File: src/rtl/user_input_loader.sv
// user_input_loader: conditions raw key and button inputs, then assembles a
// four-digit BCD entry for the memorization game. The entry is committed
// (ready) when the player presses enter on a full entry during the input phase.
module user_input_loader #(
  parameter int DEBOUNCE_CYCLES = 1000000,
  parameter int NUM_DIGITS      = 4
) (
  input  logic                    clk,
  input  logic                    rst,
  input  logic                    inputEnable,
  input  logic [3:0]              keyCode,
  input  logic                    keyValid,
  input  logic                    btnEnter,
  input  logic                    btnClear,
  output logic [4*NUM_DIGITS-1:0] userInt,
  output logic [2:0]              digitCount,
  output logic                    ready
);

  localparam int W     = 4 * NUM_DIGITS;
  localparam int CNT_W = (DEBOUNCE_CYCLES > 1) ? $clog2(DEBOUNCE_CYCLES) : 1;
  localparam logic [CNT_W-1:0] CNT_MAX  = CNT_W'(DEBOUNCE_CYCLES - 1);
  localparam logic [2:0]       CNT_LAST = 3'(NUM_DIGITS - 1);

  // Bit positions of the three conditioned inputs
  localparam int KEY   = 0;
  localparam int ENTER = 1;
  localparam int CLEAR = 2;

  typedef enum logic [1:0] {
    ST_IDLE  = 2'd0,
    ST_ENTRY = 2'd1,
    ST_FULL  = 2'd2,
    ST_DONE  = 2'd3
  } state_e;

  logic [2:0]       raw_s;
  logic [2:0]       sync1_q, sync2_q;
  logic [2:0]       deb_q, deb_d;
  logic [2:0]       deb_prev_q;
  logic [2:0]       ev_q;
  logic [CNT_W-1:0] cnt_q [3];
  logic [CNT_W-1:0] cnt_d [3];

  state_e         state_q, state_d;
  logic [W-1:0]   userInt_q, userInt_d;
  logic [2:0]     digitCount_q, digitCount_d;
  logic           ready_q, ready_d;

  logic           key_ev_s, enter_ev_s, clear_ev_s, key_ok_s;

  assign raw_s = {btnClear, btnEnter, keyValid};

  // Two-flop synchronizers for the asynchronous key and button levels
  always_ff @(posedge clk or negedge rst) begin
    if (!rst) begin
      sync1_q <= 3'b000;
      sync2_q <= 3'b000;
    end else begin
      sync1_q <= raw_s;
      sync2_q <= sync1_q;
    end
  end

  // Debounce counters: run while the input disagrees with the stable level
  always_comb begin
    deb_d = deb_q;
    for (int i = 0; i < 3; i++) begin
      cnt_d[i] = '0;
      if (sync2_q[i] != deb_q[i]) begin
        if (cnt_q[i] == CNT_MAX) begin
          deb_d[i] = ~deb_q[i];
          cnt_d[i] = '0;
        end else begin
          cnt_d[i] = cnt_q[i] + 1'b1;
        end
      end else begin
        cnt_d[i] = '0;
      end
    end
  end

  // Debounced levels and registered one-cycle press events
  always_ff @(posedge clk or negedge rst) begin
    if (!rst) begin
      deb_q      <= 3'b000;
      deb_prev_q <= 3'b000;
      ev_q       <= 3'b000;
      for (int i = 0; i < 3; i++) begin
        cnt_q[i] <= '0;
      end
    end else begin
      deb_q      <= deb_d;
      deb_prev_q <= deb_q;
      ev_q       <= deb_q & ~deb_prev_q;
      for (int i = 0; i < 3; i++) begin
        cnt_q[i] <= cnt_d[i];
      end
    end
  end

  assign key_ev_s   = ev_q[KEY];
  assign enter_ev_s = ev_q[ENTER];
  assign clear_ev_s = ev_q[CLEAR];
  assign key_ok_s   = key_ev_s && (keyCode <= 4'd9);

  // State and registered outputs
  always_ff @(posedge clk or negedge rst) begin
    if (!rst) begin
      state_q      <= ST_IDLE;
      userInt_q    <= '0;
      digitCount_q <= 3'd0;
      ready_q      <= 1'b0;
    end else begin
      state_q      <= state_d;
      userInt_q    <= userInt_d;
      digitCount_q <= digitCount_d;
      ready_q      <= ready_d;
    end
  end

  // Next state: phase exit beats clear, clear beats enter, enter beats key
  always_comb begin
    state_d = state_q;
    if (state_q == ST_IDLE) begin
      state_d = inputEnable ? ST_ENTRY : ST_IDLE;
    end else if (!inputEnable) begin
      state_d = ST_IDLE;
    end else if (clear_ev_s) begin
      state_d = ST_ENTRY;
    end else begin
      case (state_q)
        ST_ENTRY: begin
          if (!enter_ev_s && key_ok_s && (digitCount_q == CNT_LAST)) begin
            state_d = ST_FULL;
          end else begin
            state_d = ST_ENTRY;
          end
        end
        ST_FULL: begin
          state_d = enter_ev_s ? ST_DONE : ST_FULL;
        end
        ST_DONE: begin
          state_d = ST_DONE;
        end
        default: begin
          state_d = ST_IDLE;
        end
      endcase
    end
  end

  // Output datapath: digit shifting, counting and commit flag
  always_comb begin
    userInt_d    = userInt_q;
    digitCount_d = digitCount_q;
    ready_d      = ready_q;
    if (state_q == ST_IDLE) begin
      if (inputEnable) begin
        userInt_d    = '0;
        digitCount_d = 3'd0;
        ready_d      = 1'b0;
      end else begin
        ready_d      = ready_q;
      end
    end else if (!inputEnable) begin
      ready_d = 1'b0;
    end else if (clear_ev_s) begin
      userInt_d    = '0;
      digitCount_d = 3'd0;
      ready_d      = 1'b0;
    end else begin
      case (state_q)
        ST_ENTRY: begin
          if (!enter_ev_s && key_ok_s) begin
            userInt_d    = {userInt_q[W-5:0], keyCode};
            digitCount_d = digitCount_q + 3'd1;
          end else begin
            userInt_d    = userInt_q;
          end
        end
        ST_FULL: begin
          if (enter_ev_s) begin
            ready_d = 1'b1;
          end else begin
            ready_d = 1'b0;
          end
        end
        ST_DONE: begin
          ready_d = 1'b1;
        end
        default: begin
          ready_d = 1'b0;
        end
      endcase
    end
  end

  assign userInt    = userInt_q;
  assign digitCount = digitCount_q;
  assign ready      = ready_q;

endmodule

File: config.mk
export PLATFORM = sky130hd
export DESIGN_NAME = user_input_loader
export DESIGN_NICKNAME = d
export VERILOG_FILES = /design/src/rtl/user_input_loader.sv
export SDC_FILE = /design/constraint.sdc
export NUM_CORES = 1
export LEC_CHECK = 0
export ABC_AREA = 0
export BUFFER_PORTS_ARGS = -buffer_cell sky130_fd_sc_hd__buf_4
export CORE_MARGIN = 1.5
export CORE_UTILIZATION = 40
export CTS_BUF_LIST = sky130_fd_sc_hd__clkbuf_8
export DETAILED_ROUTE_END_ITERATION = 7
export GPL_TIMING_DRIVEN = 0
export PLACE_DENSITY = 0.61
export SYNTH_ARGS = -nofsm -noshare
export SYNTH_HDL_FRONTEND = slang
export SYNTH_SLANG_ARGS = --single-unit
File: constraint.sdc
create_clock -name clk -period 2.14 [get_ports clk]
set_input_delay 0 -clock clk [delete_from_list [all_inputs] [get_ports clk]]
set_output_delay 0 -clock clk [all_outputs]
set_load 0.02 [all_outputs]
Word-level counts from Yosys, hierarchy flattened --
Cells that the tools add are included.
Storage, ports and cells: bits in registers 97, input bits 10, output and inout port bits 20, word-level logic and storage cells 79
Cells by class: add/subtract/negate cells 4, order comparisons 1, equal/unequal tests 12, muxes and demuxes 31, bitwise operators 5, reductions and logical operators 12
Operator list (count):
- 20-bit 2-to-1 mux | 6
- 16-bit 2-to-1 mux | 6
- 20-bit by 1-bit adder with 20-bit output (second input constant) | 3
- 20-bit == test (second input constant) | 3
- 3-bit 2-to-1 mux | 6
- 2-bit 2-to-1 mux | 4
- 2-bit AND reduction | 4
- 1-bit 2-to-1 mux | 7
- 2-bit case mux with 3 select lines | 1
- 3-bit nonzero test | 2
- 2-bit == test (second input constant) | 2
- 4-bit <= comparator (second input constant) | 1
- 4-bit != test (second input constant) | 1
- 3-bit by 1-bit adder with 3-bit output (second input constant) | 1
- 3-bit bitwise AND | 1
- 3-bit by 2-bit == test with 1-bit output (second input constant) | 1
- 1-bit logical AND | 3
- 1-bit != test | 3
- 1-bit NOT | 3
- 3-bit NOT | 1
- 1-bit case mux with 3 select lines | 1
- 3-bit AND reduction | 1
- 2-bit by 1-bit == test with 1-bit output (second input constant) | 1
- 2-bit logical NOT | 1
- other kinds (2) | 2

Depth between registers and ports, before layout --
word-level depth 9, depth in mapped cells 6, depth with buffers taken out 5

Worst setup path before layout --
Ideal clock, no wire load.
path kind register -> register, start register cnt_q[40] (netlist name), end register cnt_q[58] (netlist name), library setup time 78 ps, arrival time 1909 ps, path slack 153 ps, cell stages (with the launch flop) 7, path buffers 1, clock period less this slack 1987 ps, cell sequence dfrtp_1 > ha_1 > nand2_1 > or4_1 > buf_2 > or4_1 > a21oi_1
RTL lines:
- start, declared | line 42 | logic [CNT_W-1:0] cnt_q [3];
- start signal, assigned by index | line 97 | cnt_q[i] <= cnt_d[i];

==> metrics <==
status finished, final reports clean; design internal power 0.00251 W; Hold EP sync1_q[1]; vias per cell 5.37; Clock Path Buffers 2; Starting Density 41.7%; clock buffer count from CTS 9; H-Tree Level Count 3; ys async rst share 100%; Synth Cell Area 4340 um2; power per cell area 644 nW/um2; first-pass GRT wire length 14800 um; part of the power in combinational logic 3.9%; Global Route Usage Sum 15.9%; setup slack, reg-to-reg 90 ps; Top Family by Delay on Critical Path simple AND/OR/NAND/NOR gates; hold violation count in the final report 0; area share of the leading cell type in the synthesized netlist 55.9%; Crit path required time 2430 ps; Post-synth EDFFs 0; nets@finish 472; CP Launch Type register; WL/cell 14.1 um; CP max stage cell or4_4; Util after Layout 48.6%; ratio of cells with drive above 1 in the final layout 13.6%; worst hold path cell count 2; Worst-Skew Late Latency 360 ps; vias in the first global route 3193; DIE WIDTH 107 um; final worst path period share 95.6%; Layout area overhead 16.5%; Final Max Tran Viols 0; post-DP HPWL 5480 um; Critical Path AT 2340 ps; ant diodes 0; Max Clock Freq 489 MHz; number of max-cap violations 0; CORE AREA 10400 um2; Tmin final 2050 ps; total gr overflow 0; Final ANT Viol Nets 0; DR vias 3212; DR iter-0 viols 145; synth unique cells 37; slowest stage delay, CP 520 ps; Avg Inst Size Synth 10.6 um2; crit end category register; FF+latch count, synth 97; antenna violations before repair 0; largest net degree at the start of global routing 98; Reg2Reg Depth 6; ys flop type dfrtp_1; critical path peak fanout 7; final setup violation count 0; crit-path cells ha_4, nand2_1, or4_4, buf_4, or4_1, a21oi_1; Ports 30; r2r endpoint cnt_q[58]; PortBufs 29; Worst Path Buf+Inv 1; CTS sink cnt 97; die area 11500 um2; worst hold start btnEnter; Seq pwr share 57.6%; register area share after synthesis 55.9%; WL final 8450 um; clock power share 38.6%; kind of critical path reg -> reg; Worst VDD drop 0.539 mV; Hold WS 285 ps; Rel. slew slack 19.2%; root buf cell clkbuf_8; switch share 23.0%; YS warnings 0; leading post-synthesis cells by cell area dfrtp_1 (56%), xor2_1 (4.4%), a22o_1 (3.6%), nor2_1 (3.5%), xnor2_1 (2.8%); router iterations before antenna repair 7; Post-synth top cells dfrtp_1 (97), nor2_1 (41), a21oi_1 (23), nand3_1 (23), xor2_1 (22); Post-Syn Instances 408; routability cong. 0.779; Clock transition at path regs 90 ps; HP Class in -> reg; measured slew at the worst slew-check pin 1210 ps; most common cell in the netlist dfrtp_1; fillcell total 970; Psw 0.000751 W; CTS tree yes; P_leak 2.15 nW; skew final 6.65 ps; Yosys top cell by area dfrtp_1; die height 107 um; worst r2r src cnt_q[40]; row count 37; Syn Nets 423; Post-route DRC 0
==> metrics by stage <==
stage	instance area [um2]	setup TNS (ps)	instances	total power, W	setup WS (ps)
after detailed placement	4730	-1.24	573	0.00202	-1.24
after CTS	5040	0	598	0.00331	18.7
after floorplan	4340	0	408	0.00195	153
after global placement	4730	0	573	0.00202	25.2
after global routing	5060	-16.7	598	0.00338	-8.85
final	5060	0	598	0.00326	93.4
==> cell usage in the layout (no fill, tap or decap), types with 4 or more instances in the layout <==
cell type and count:
dfrtp_1 94, nand3_1 23, nor3_1 9, a22o_1 18, or4_1 14, and2_1 4, ha_1 4, buf_4 30
o31ai_1 14, xor2_1 22, nand2_1 19, dlygate4sd3_1 9, nor4_1 6, xnor2_1 14, mux2_2 4, clkbuf_1 10
nand4_1 17, or3_1 10, inv_1 13, a21oi_1 23, nor2b_1 5, nor2_1 41, o21ai_0 12, clkbuf_8 11
==> state kept, by name (all words and copies together) (netlist names) <==
signal / count
state_q: 2
deb_prev_q: 3
userInt: 16
ready: 1
deb_q: 3
digitCount: 3
sync2_q: 3
sync1_q: 3
ev_q: 3
cnt_q: 60
==> layout make-up <==
class                   count  area [um2]  share of cell area, %
inverters                  13        48.8                  0.964
plain buffers              14        60.1                   1.19
well taps                 136         170                   3.36
repair buffers             38         308                   6.08
clock inverters             5        62.6                   1.24
flip-flops and latches     97        2430                   48.0
clock buffers              11         151                   2.99
multi-input cells         284        1830                   36.2
==> power groups by stage <==
stage / sequential (W) / clock (W) / combinational [W]
floorplan: 0.00190 / 0 / 0.0000494
global placement: 0.00191 / 0 / 0.000113
detailed placement: 0.00191 / 0 / 0.000115
CTS: 0.00187 / 0.00131 / 0.000130
global route: 0.00188 / 0.00136 / 0.000147
finish: 0.00188 / 0.00126 / 0.000126
==> worst reg2reg max path, cell delays in order, from the launching register on <==
cell	delay, ps
dfrtp_2	430
ha_4	170
nand2_1	90
or4_4	520
buf_4	170
or4_1	460
a21oi_1	150
==> metal layers <==
layer / up-vias / part of all wire, % / GRT usage [%]
met5: - / 0 / 0
met4: 0 / 1.2 / 5.24
met3: 10 / 2.8 / 3.47
met2: 41 / 48 / 25.8
met1: 1589 / 48 / 21.3
li1: 1572 / - / -
==> cells by family (layout without fill, tap and decap cells) <==
kind of cell | after synthesis | count (layout) | share of synthesized area, %
simple gates | 168 | 168 | 21.3
xor+xnor | 36 | 36 | 7.26
fa+ha+maj | 5 | 5 | 1.44
mux | 4 | 4 | 1.04
compound gates | 71 | 71 | 10.8
buf+inv | 27 | 81 | 2.36
flops | 97 | 97 | 55.9
==> worst max path at each step <==
stage	from	to	slack (ps)	cells past startpoint
finish	cnt_q[40]	cnt_q[58]	90	6
global route	cnt_q[43]	cnt_q[57]	-9	5
CTS	cnt_q[40]	cnt_q[58]	20	6
detailed placement	cnt_q[40]	cnt_q[58]	-1	6
global placement	cnt_q[40]	cnt_q[58]	30	6
floorplan	cnt_q[40]	cnt_q[58]	150	6
==> what timing repair did <==
item | in CTS | in global routing
hold buffers | 9 | 0
buffers inserted | 0 | 0
pin swaps | 0 | 1
setup endpoints to repair | 1 | 34
resized for setup | 1 | 12
hold endpoints to repair | 107 | 0
(Power assumes the default switching activity.)
